File: src/rtl/random_walk_integrator_if.sv
// random_walk_integrator_if
//   CPU-side snapshot bus of the random walk integrator. It carries a
//   four-phase level handshake: the CPU holds rd_req high, and the
//   integrator answers with rd_ack plus a frozen position/velocity pair.
//
//   Signals:
//     rd_req    CPU snapshot request (level)
//     rd_ack    snapshot valid / acknowledge
//     snap_pos  unsigned 16-bit position snapshot
//     snap_vel  signed 8-bit velocity snapshot
//
//   Modports:
//     master    CPU side (drives rd_req)
//     slave     integrator side (drives rd_ack and the snapshot)
interface random_walk_integrator_if;
  logic        rd_req;
  logic        rd_ack;
  logic [15:0] snap_pos;
  logic [7:0]  snap_vel;

  modport master (output rd_req, input rd_ack, snap_pos, snap_vel);
  modport slave  (input rd_req, output rd_ack, snap_pos, snap_vel);
endinterface

File: src/rtl/random_walk_integrator.sv
// random_walk_integrator
//   Integrates a signed 4-bit random acceleration into a bounded velocity
//   and a bounded position once every TICK_DIV clock cycles, and serves
//   coherent position/velocity snapshots to the CPU over a four-phase
//   request/acknowledge handshake.
//
//   Build option:
//     RWI_BOUNCE_EN  defined   -> position reflects off the limits and the
//                                 velocity changes sign
//                    undefined -> position wraps around the legal range and
//                                 the velocity is kept
//
//   Parameters:
//     TICK_DIV  cycles between updates (>= 5)
//     VMAX      velocity magnitude limit (<= 127, <= POS_MAX - POS_MIN)
//     POS_MIN   lowest legal position
//     POS_MAX   highest legal position (<= 32767)
//     POS_INIT  position after reset
//
//   Ports:
//     clock         rising-edge clock
//     reset         asynchronous, active-high reset
//     enable        run integration
//     random_acc    signed acceleration sample (-8 is treated as 0)
//     rd_bus        snapshot bus (slave side)
//     pos           live position register
//     vel           live signed velocity register
//     update_pulse  one-cycle strobe while freshly committed pos/vel show
module random_walk_integrator #(
  parameter int TICK_DIV = 1000,
  parameter int VMAX     = 63,
  parameter int POS_MIN  = 0,
  parameter int POS_MAX  = 639,
  parameter int POS_INIT = 320
) (
  input  logic                      clock,
  input  logic                      reset,
  input  logic                      enable,
  input  logic [3:0]                random_acc,
  random_walk_integrator_if.slave   rd_bus,
  output logic [15:0]               pos,
  output logic [7:0]                vel,
  output logic                      update_pulse
);

  localparam int CW = $clog2(TICK_DIV);
  localparam logic [CW-1:0]      LAST_COUNT = CW'(TICK_DIV - 1);
  localparam logic signed [8:0]  VMAX9      = 9'(VMAX);
  localparam logic signed [7:0]  VMAX8      = 8'(VMAX);
  localparam logic signed [16:0] PMAX17     = 17'(POS_MAX);
  localparam logic signed [16:0] PMIN17     = 17'(POS_MIN);

  typedef enum logic [2:0] {
    ST_IDLE,
    ST_SAMPLE,
    ST_VEL,
    ST_POS,
    ST_PUBLISH
  } state_t;

  state_t state, next_state;

  logic [CW-1:0]      count;
  logic               tick;
  logic signed [3:0]  acc_q;
  logic signed [7:0]  vel_n;
  logic signed [8:0]  v9;
  logic signed [7:0]  vel_clamped;
  logic signed [16:0] p17;
  logic signed [16:0] pos_sel;
  logic signed [7:0]  vel_n2;
  logic               latch_acc;
  logic               load_vel;
  logic               commit;

  // Tick divider: counts only while enabled and restarts from zero on every
  // enable, so the first update lands a full period after enable rises.
  always_ff @(posedge clock or posedge reset) begin
    if (reset) begin
      count <= '0;
    end else if (!enable) begin
      count <= '0;
    end else if (count == LAST_COUNT) begin
      count <= '0;
    end else begin
      count <= count + CW'(1);
    end
  end

  // The tick is registered so the sequencer sees a clean one-cycle strobe;
  // this adds the one cycle that puts the first tick TICK_DIV cycles after
  // enable rises.
  always_ff @(posedge clock or posedge reset) begin
    if (reset) begin
      tick <= 1'b0;
    end else begin
      tick <= enable && (count == LAST_COUNT);
    end
  end

  // Sequencer state register.
  always_ff @(posedge clock or posedge reset) begin
    if (reset) begin
      state <= ST_IDLE;
    end else begin
      state <= next_state;
    end
  end

  // Sequencer next state and datapath strobes. The results are committed on
  // the edge that enters PUBLISH, so pos/vel already hold the new values in
  // the cycle update_pulse is high. Once started the sequence always runs to
  // completion, independent of enable.
  always_comb begin
    next_state = state;
    latch_acc  = 1'b0;
    load_vel   = 1'b0;
    commit     = 1'b0;
    case (state)
      ST_IDLE: begin
        if (tick) begin
          next_state = ST_SAMPLE;
        end
      end
      ST_SAMPLE: begin
        latch_acc  = 1'b1;
        next_state = ST_VEL;
      end
      ST_VEL: begin
        load_vel   = 1'b1;
        next_state = ST_POS;
      end
      ST_POS: begin
        commit     = 1'b1;
        next_state = ST_PUBLISH;
      end
      ST_PUBLISH: begin
        next_state = ST_IDLE;
      end
      default: begin
        next_state = ST_IDLE;
      end
    endcase
  end

  // Velocity step: 9-bit signed sum cannot overflow, then clamp to +-VMAX.
  always_comb begin
    v9 = {vel[7], vel} + {{5{acc_q[3]}}, acc_q};
    if (v9 > VMAX9) begin
      vel_clamped = VMAX8;
    end else if (v9 < -VMAX9) begin
      vel_clamped = -VMAX8;
    end else begin
      vel_clamped = v9[7:0];
    end
  end

  // Position step and boundary handling. The 17-bit signed sum covers the
  // full unsigned position range plus one velocity step either way.
`ifdef RWI_BOUNCE_EN
  localparam logic signed [16:0] PMAX2 = 17'(2 * POS_MAX);
  localparam logic signed [16:0] PMIN2 = 17'(2 * POS_MIN);

  always_comb begin
    p17     = $signed({1'b0, pos}) + $signed({{9{vel_n[7]}}, vel_n});
    pos_sel = p17;
    vel_n2  = vel_n;
    if (p17 > PMAX17) begin
      pos_sel = PMAX2 - p17;
      vel_n2  = -vel_n;
    end else if (p17 < PMIN17) begin
      pos_sel = PMIN2 - p17;
      vel_n2  = -vel_n;
    end
  end
`else
  localparam logic signed [16:0] SPAN17 = 17'(POS_MAX - POS_MIN + 1);

  always_comb begin
    p17     = $signed({1'b0, pos}) + $signed({{9{vel_n[7]}}, vel_n});
    pos_sel = p17;
    vel_n2  = vel_n;
    if (p17 > PMAX17) begin
      pos_sel = p17 - SPAN17;
    end else if (p17 < PMIN17) begin
      pos_sel = p17 + SPAN17;
    end
  end
`endif

  // Datapath registers. -8 is outside the symmetric acceleration range, so
  // it is latched as zero.
  always_ff @(posedge clock or posedge reset) begin
    if (reset) begin
      acc_q        <= '0;
      vel_n        <= '0;
      pos          <= 16'(POS_INIT);
      vel          <= '0;
      update_pulse <= 1'b0;
    end else begin
      if (latch_acc) begin
        acc_q <= (random_acc == 4'b1000) ? 4'sd0 : random_acc;
      end
      if (load_vel) begin
        vel_n <= vel_clamped;
      end
      if (commit) begin
        pos <= 16'(pos_sel);
        vel <= vel_n2;
      end
      update_pulse <= commit;
    end
  end

  // Snapshot handshake. A capture on the commit edge reads the old pos/vel,
  // giving the CPU a coherent pair. The snapshot stays frozen while rd_ack
  // is high, and a new request is taken only after rd_ack has dropped.
  always_ff @(posedge clock or posedge reset) begin
    if (reset) begin
      rd_bus.rd_ack   <= 1'b0;
      rd_bus.snap_pos <= '0;
      rd_bus.snap_vel <= '0;
    end else if (rd_bus.rd_req && !rd_bus.rd_ack) begin
      rd_bus.rd_ack   <= 1'b1;
      rd_bus.snap_pos <= pos;
      rd_bus.snap_vel <= vel;
    end else if (!rd_bus.rd_req && rd_bus.rd_ack) begin
      rd_bus.rd_ack   <= 1'b0;
    end
  end

endmodule

File: src/flat_wrapper.sv
// flat-port wrapper written by rule: the top's interface ports become plain ports
module random_walk_integrator_flat 
#(
  parameter int TICK_DIV = 1000,
  parameter int VMAX     = 63,
  parameter int POS_MIN  = 0,
  parameter int POS_MAX  = 639,
  parameter int POS_INIT = 320
)
  (clock, reset, enable, random_acc, pos, vel, update_pulse, rd_bus_rd_req, rd_bus_rd_ack, rd_bus_snap_pos, rd_bus_snap_vel);
  random_walk_integrator_if rd_bus_i ();
  input  logic clock;
  input  logic reset;
  input  logic enable;
  input  logic [3:0] random_acc;
  output logic [15:0] pos;
  output logic [7:0] vel;
  output logic update_pulse;
  input wire logic [$bits(rd_bus_i.rd_req)-1:0] rd_bus_rd_req;
  output wire logic [$bits(rd_bus_i.rd_ack)-1:0] rd_bus_rd_ack;
  output wire logic [$bits(rd_bus_i.snap_pos)-1:0] rd_bus_snap_pos;
  output wire logic [$bits(rd_bus_i.snap_vel)-1:0] rd_bus_snap_vel;
  assign rd_bus_i.rd_req = rd_bus_rd_req;
  assign rd_bus_rd_ack = rd_bus_i.rd_ack;
  assign rd_bus_snap_pos = rd_bus_i.snap_pos;
  assign rd_bus_snap_vel = rd_bus_i.snap_vel;
  random_walk_integrator #(.TICK_DIV(TICK_DIV), .VMAX(VMAX), .POS_MIN(POS_MIN), .POS_MAX(POS_MAX), .POS_INIT(POS_INIT)) u_core (.clock(clock), .reset(reset), .enable(enable), .random_acc(random_acc), .rd_bus(rd_bus_i), .pos(pos), .vel(vel), .update_pulse(update_pulse));
endmodule
File: config.mk
export PLATFORM = sky130hd
export DESIGN_NAME = random_walk_integrator_flat
export DESIGN_NICKNAME = d
export VERILOG_FILES = /design/src/rtl/random_walk_integrator_if.sv /design/src/rtl/random_walk_integrator.sv /design/src/flat_wrapper.sv
export SDC_FILE = /design/constraint.sdc
export NUM_CORES = 1
export LEC_CHECK = 0
export BUFFER_PORTS_ARGS = -buffer_cell sky130_fd_sc_hd__buf_2
export CAP_MARGIN = 20
export CORE_UTILIZATION = 45
export DETAILED_ROUTE_END_ITERATION = 6
export GPL_ROUTABILITY_DRIVEN = 0
export HOLD_SLACK_MARGIN = 0.1
export SLEW_MARGIN = 25
export SYNTH_ARGS = -nofsm -noshare
export SYNTH_HDL_FRONTEND = slang
export SYNTH_SLANG_ARGS = --single-unit
export TNS_END_PERCENT = 1
File: constraint.sdc
create_clock -name clock -period 10 [get_ports clock]
set_input_delay 0.5 -clock clock [delete_from_list [all_inputs] [get_ports clock]]
set_output_delay 0.5 -clock clock [all_outputs]
set_load 0.05 [all_outputs]
==> results of run 1 <==
[worst paths after layout]
check | slack (ns) | startpoint | endpoint | cells past startpoint
max reg2reg | 5.96 | u_core.pos[0] | u_core.pos[12] | 11
min in group clock | 0.39 | random_acc[0] | u_core.acc_q[0] | 2
max | 5.96 | u_core.pos[0] | u_core.pos[12] | 11
max in group asynchronous | 9.22 | reset | u_core.rd_bus.snap_vel[5] | 3
min | 0.33 | reset | u_core.tick | 3
min reg2reg | 0.46 | u_core.tick | u_core.state[0] | 1
[through the flow]
stage                     hold slack, ns  cells  setup slack, ns
after floorplan                    0.425    503             5.96
after global placement             0.443    677             6.08
after detailed placement           0.442    677             6.03
after CTS                          0.376    693             5.98
after global routing               0.373    694             5.83
final                              0.331    694             5.96
[cells by family after synthesis]
logic type / after synthesis / share of synthesized area
mux: 31 / 0.0728
fa+ha+maj: 31 / 0.0850
compound gates: 122 / 0.182
xor+xnor: 26 / 0.0480
simple gates: 179 / 0.180
flops: 76 / 0.402
buf+inv: 38 / 0.0306
[critical path: stages (launching register included)]
cell and delay [ns]:
sky130_fd_sc_hd__dfrtp_1 0.41, sky130_fd_sc_hd__ha_1 0.23, sky130_fd_sc_hd__fa_1 0.41, sky130_fd_sc_hd__a21o_1 0.24, sky130_fd_sc_hd__a221o_4 0.42, sky130_fd_sc_hd__xnor2_1 0.15
sky130_fd_sc_hd__or3_1 0.41, sky130_fd_sc_hd__or4_4 0.56, sky130_fd_sc_hd__a211oi_4 0.39, sky130_fd_sc_hd__a21oi_1 0.13, sky130_fd_sc_hd__or3_1 0.35, sky130_fd_sc_hd__a31o_1 0.22
[cells in the final DEF (no fill, tap or decap), types with 9 or more instances in the layout]
| cell type | n |
|---|---|
| sky130_fd_sc_hd__nor2_1 | 35 |
| sky130_fd_sc_hd__clkbuf_8 | 9 |
| sky130_fd_sc_hd__ha_1 | 29 |
| sky130_fd_sc_hd__a21o_1 | 10 |
| sky130_fd_sc_hd__nor3_1 | 15 |
| sky130_fd_sc_hd__a21oi_1 | 28 |
| sky130_fd_sc_hd__nand2_1 | 68 |
| sky130_fd_sc_hd__xnor2_1 | 18 |
| sky130_fd_sc_hd__o21ai_0 | 15 |
| sky130_fd_sc_hd__mux2_2 | 28 |
| sky130_fd_sc_hd__dfrtp_1 | 74 |
| sky130_fd_sc_hd__buf_2 | 57 |
| sky130_fd_sc_hd__inv_1 | 15 |
| sky130_fd_sc_hd__nand3_1 | 15 |
[layout make-up]
type,instances,area (um^2),share of cell area
Multi-Input combinational cell,389,2690,0.503
Sequential cell,76,1900,0.356
Timing Repair Buffer,61,319,0.0596
Tap cell,136,170,0.0318
Clock buffer,11,131,0.0245
Clock inverter,5,77.6,0.0145
Inverter,16,60.1,0.0112
[sequential cells by signal, summed over array words and instances (netlist names), 3 cells and up]
register                cells
u_core.acc_q                4
u_core.pos                 16
u_core.vel                  8
u_core.vel_n                8
u_core.rd_bus.snap_vel      8
u_core.count               10
u_core.state                3
u_core.rd_bus.snap_pos     16
[per-layer routing]
metal  track usage  wire [um]
met1         0.257       4820
met2         0.366       5480
met3        0.0349        308
met4        0.0704        169
met5             0          0
==> PnR_summary.wiki, run 1 <==
{| class="wikitable"
! Metric !! Value
|-
| Status || finished clean
|-
| First-pass iteration count of the detailed router || 4
|-
| CTS tree || yes
|-
| Worst hold-check path type || in -> async
|-
| Commonest cells in the netlist || sky130_fd_sc_hd__dfrtp_1, sky130_fd_sc_hd__nand2_1, sky130_fd_sc_hd__nor2_1
|-
| Critical setup path kind || reg -> reg
|-
| Routed Antenna Nets || 0
|-
| Placeable core area || 10,300 um^2
|-
| Top flip-flop cell by instance count after synthesis || sky130_fd_sc_hd__dfrtp_1
|-
| Async set-reset flop share out of synthesis || 1.00
|-
| Period utilization || 0.404
|-
| Kind of launch point of the worst setup path || flop
|-
| Time the worst path needs with I/O delays and setup || 4.04 ns
|-
| Count of state elements after synthesis || 76
|-
| HPWL after detailed placement || 8000 um
|-
| Final number of setup-violating endpoints || 0
|-
| Root Buffer Master || sky130_fd_sc_hd__clkbuf_8
|-
| Number of antenna violations at the first check in global routing || 0
|-
| Fraction of final layout cells with drive strength greater than 1 || 0.206
|-
| Y dimension of the die || between 100 and 150 um
|-
| Number of enable flip-flop cells after synthesis || 0
|-
| Number of cell rows || 37
|-
| Growth of design area from synthesis to finish || 12.9%
|-
| Actual transition at the worst max-transition pin || ~0.75 ns
|-
| Max FO, Critical Path || 7
|-
| Inserted Diodes || 0
|-
| Count of warnings emitted by yosys || 0
|-
| Starting density of the core || 0.461
|-
| Clk_skew || 0.00814 ns
|-
| Main area contributors after synthesis || sky130_fd_sc_hd__dfrtp_1, sky130_fd_sc_hd__ha_1, sky130_fd_sc_hd__mux2_2, sky130_fd_sc_hd__nand2_1, sky130_fd_sc_hd__xnor2_1
|-
| Number of levels in the clock H-tree || 3
|-
| Die Width || 105 um
|-
| Post-synth top area cell || sky130_fd_sc_hd__dfrtp_1
|-
| Area share of the largest cell type after synthesis || 0.391
|-
| Post-Layout Inst Area || 5350 um^2
|-
| Clock insertion delay at the later pin of the skew report || 0.35 ns
|-
| Number of DRC markers in iteration 0 || 182
|-
| Maximum clock insertion buffer count || 2
|-
| Fill cell instance count of the final layout || approximately 1,000
|-
| DR vias/cell || approximately 5.6
|-
| Buffer count from post-CTS setup fixing || 0
|-
| Total via count in the routed design || between 3,000 and 4,000
|-
| FMAX || 247 MHz
|-
| WL per Instance || 15.5 um
|-
| Via count of the first global-routing pass || 3,843
|-
| Pin count of the biggest net entering global routing || 77
|-
| Floorplan die area || 10,900 um^2
|-
| Data required time of the critical path || 10.24 ns
|-
| # resized after CTS || 0
|-
| Wire length of the first global-routing pass || 18,300 um
|-
| Nets@finish || 592
|-
| Number of input and output port buffers inserted || 57
|-
| Critical Path End Type || flop
|-
| Slew Limit Fails || 0
|-
| Unrepaired setup endpoints after global routing || false
|-
| Arrival time at the worst endpoint || 4.28 ns
|-
| Post-synthesis sequential area ratio || 0.402
|-
| Post-CTS clock slew at the launch and capture registers of the worst setup and hold paths || 0.08 ns
|-
| Number of CTS-inserted buffers || 9
|-
| Gate count of the mapped netlist || 503
|-
| Final hold violations || 0
|-
| Count of pins on the block boundary || 58
|-
| Routed Wire Length || ~11,000 um
|-
| Final Core Density || 0.521
|-
| Setup Total Neg Slack || 0 ns
|-
| Post-CTS Hold Fix Bufs || 0
|-
| Post-synth design cell area || 4740 um^2
|-
| Syn Nets || 542
|-
| Most common cell in the synthesized netlist || sky130_fd_sc_hd__dfrtp_1
|-
| Avg Inst Size Synth || 9.43 um^2
|-
| Global-route usage over all layers || 0.208
|-
| Slew HR || 0.498
|-
| Number of distinct library cell variants in the gate-level netlist after synthesis || 64
|-
| GRT overflow || 0
|-
| Max-cap check violation count || 0
|-
| Cell area after placement || 5130 um^2
|-
| Post-route DRC violation count || 0
|-
| Clk sinks || 76
|}
Power of run 1 is not shown: default switching activity piles up to over one toggle a cycle in this logic, so the estimate is an artifact.
==> run 2: changes to the inputs <==
PLACE_DENSITY = 0.67   (was unset)
clock period = 3.2 ns   (was 10 ns; I/O delays follow)
==> run 2 against run 1 <==
  * The run now ends with setup timing left
  * Core utilization rose by 6.5 points
  * Flip-flop and latch count stayed put
  * Clock skew increased by 0.0052 ns
  * Die area unchanged
  * Worst hold slack worse by 0.16 ns
  * Global-route usage up 0.76 points
  * Critical path type unchanged
  * Critical endpoint is now u_core.pos[10]
==> PnR_summary.wiki, run 2 (synthesized netlist as in run 1, its figures left out) <==
{| class="wikitable"
! Metric !! Value
|-
| Global-route usage over all layers || 0.215
|-
| Final Core Density || 0.585
|-
| Y dimension of the die || 105 um
|-
| Time the worst path needs with I/O delays and setup || 3.51 ns
|-
| Count of pins on the block boundary || a little under 60
|-
| HPWL after detailed placement || roughly 8500 um
|-
| Slew HR || 0.461
|-
| Slew Limit Fails || 0
|-
| Nets@finish || roughly 660
|-
| Failing checks || setup timing
|-
| Placeable core area || ~10,000 um^2
|-
| Post-CTS clock slew at the launch and capture registers of the worst setup and hold paths || 0.09 ns
|-
| Number of cell rows || 37
|-
| Critical Path End Type || flop
|-
| Number of DRC markers in iteration 0 || 194
|-
| Status || finished with violations
|-
| Reg2Reg Depth || 12
|-
| Fill cell instance count of the final layout || 912
|-
| Period utilization || 1.10
|-
| Die Width || 105 um
|-
| Max-cap check violation count || 0
|-
| Most common cell after layout, fill and taps aside || sky130_fd_sc_hd__dfrtp_1
|-
| Crit-path slowest cell || sky130_fd_sc_hd__or4_4
|-
| Starting density of the core || 0.461
|-
| Buffering stage count on the worst path with inverters included || 1
|-
| Data required time of the critical path || 3.47 ns
|-
| Number of levels in the clock H-tree || 3
|-
| Most used cells in the layout excluding fill and tap cells || sky130_fd_sc_hd__dfrtp_1, sky130_fd_sc_hd__nand2_1, sky130_fd_sc_hd__buf_4, sky130_fd_sc_hd__buf_2, sky130_fd_sc_hd__nor2_1
|-
| Worst reg-to-reg setup slack || -0.31 ns
|-
| Root Buffer Master || sky130_fd_sc_hd__clkbuf_8
|-
| Fraction of final layout cells with drive strength greater than 1 || 0.323
|-
| Crit path cell chain || ha_4 -> fa_2 -> a21o_1 -> a221o_4 -> xnor2_2 -> or3_4 -> or4_4 -> a211oi_4 -> buf_4 -> a21oi_1 -> o21a_1 -> o31ai_2
|-
| Clk_skew || 0.0134 ns
|-
| First-pass iteration count of the detailed router || 4
|-
| Via count of the first global-routing pass || 4,076
|-
| Min-Delay Path Depth || 3
|-
| Largest registers ranked by flip-flop count || u_core.pos: 16 flops, u_core.rd_bus.snap_pos: 16 flops, u_core.count: 10 flops
|-
| Max FO, Critical Path || 3
|-
| Worst hold-check path type || in -> reg
|-
| Min setup slack post-route || -0.307 ns
|-
| Cell family with the largest share of critical-path delay || compound AO/OA/AOI/OAI gates
|-
| Pin count of the biggest net entering global routing || 45
|-
| Maximum clock insertion buffer count || 2
|-
| Kind of launch point of the worst setup path || flop
|-
| GRT overflow || 0
|-
| WL per Instance || 15.0 um
|-
| Number of input and output port buffers inserted || 57
|-
| Actual transition at the worst max-transition pin || 0.808 ns
|-
| FMAX || 285 MHz
|-
| Routed Antenna Nets || 0
|-
| Growth of design area from synthesis to finish || 26.9%
|-
| Number of CTS-inserted buffers || 9
|-
| Final number of setup-violating endpoints || 9
|-
| Wire length of the first global-routing pass || between 15,000 and 20,000 um
|-
| CTS tree || yes
|-
| Critical setup path kind || reg -> reg
|-
| Number of antenna violations at the first check in global routing || 0
|-
| Clk sinks || 76
|-
| Slowest Stage Delay on Critical Path || 0.44 ns
|-
| Routed Wire Length || between 10,000 and 15,000 um
|-
| Number of cells on the critical path || 12
|-
| Inserted Diodes || 0
|-
| DR vias/cell || 5.49
|-
| Total via count in the routed design || 4,194
|-
| Final hold violations || 0
|-
| Unrepaired setup endpoints after global routing || true
|-
| Arrival time at the worst endpoint || 3.78 ns
|-
| Clock insertion delay at the later pin of the skew report || between 0.3 and 0.4 ns
|-
| Floorplan die area || around 11,000 um^2
|-
| Post-route DRC violation count || 0
|}
==> run 2: changes by cell type in the layout (fill, tap and decap cells not counted), sizes merged <==
cell,change
clkinvlp,+1
buf,+65
bufinv,-1
inv,+1
clkbuf,-1
dlygate4sd3,+6
clkinv,-1
==> run 2: cell type report <==
type                            instances  area (um^2)  area share
Tap cell                              136          170      0.0283
Clock buffer                           11          151      0.0252
Inverter                               16         60.1     0.00998
Sequential cell                        76         1910       0.317
Clock inverter                          5         58.8     0.00977
Timing Repair Buffer                  131          868       0.144
Multi-Input combinational cell        389         2800       0.465
==> run 2: what timing repair did <==
action                                 in CTS  in global routing
hold buffers                                6                  0
gates resized for setup                     6                 11
setup buffers                               0                  1
setup endpoints to repair                   9                 12
pin swaps                                  13                  4
gates cloned                                0                  0
endpoints found under the hold margin      38                  0
==> run 2: worst min-delay path, delay by kind of cell <==
kind	cells	cell delay [ns]
multiplexers	1	0.14
adder cells (fa/ha/maj)	1	0.11
buffers and inverters	1	0.08
==> run 2: worst paths after layout <==
kind | start | endpoint
setup reg to reg | u_core.vel_n[0] | u_core.pos[10]
min in group asynchronous | reset | u_core.count[2]
setup / recovery | u_core.vel_n[0] | u_core.pos[10]
hold reg to reg | u_core.count[0] | u_core.count[0]
max in group asynchronous | reset | u_core.pos[0]
hold / removal | rd_bus_rd_req | u_core.rd_bus.rd_ack
==> run 2: through the flow <==
step                cells  setup WS, ns  area, um^2  TNS, ns  hold WS, ns
finish                764        -0.307        6020    -2.04        0.169
global route          764        -0.450        6020    -3.28        0.174
CTS                   763        -0.355        5960    -2.16        0.157
detailed placement    741        -0.465        5650    -2.91        0.314
global placement      741        -0.366        5650    -2.35        0.308
floorplan             503        -0.505        4770    -2.54        0.307
==> run 2: metal layers <==
layer / global-route usage / up-vias / wire (um)
li1: - / 2075 / -
met1: 0.262 / 2001 / 4990
met2: 0.365 / 87 / 5580
met3: 0.0418 / 31 / 409
met4: 0.105 / 0 / 450
met5: 0 / - / 0
Power of run 2 is left out for the same reason.
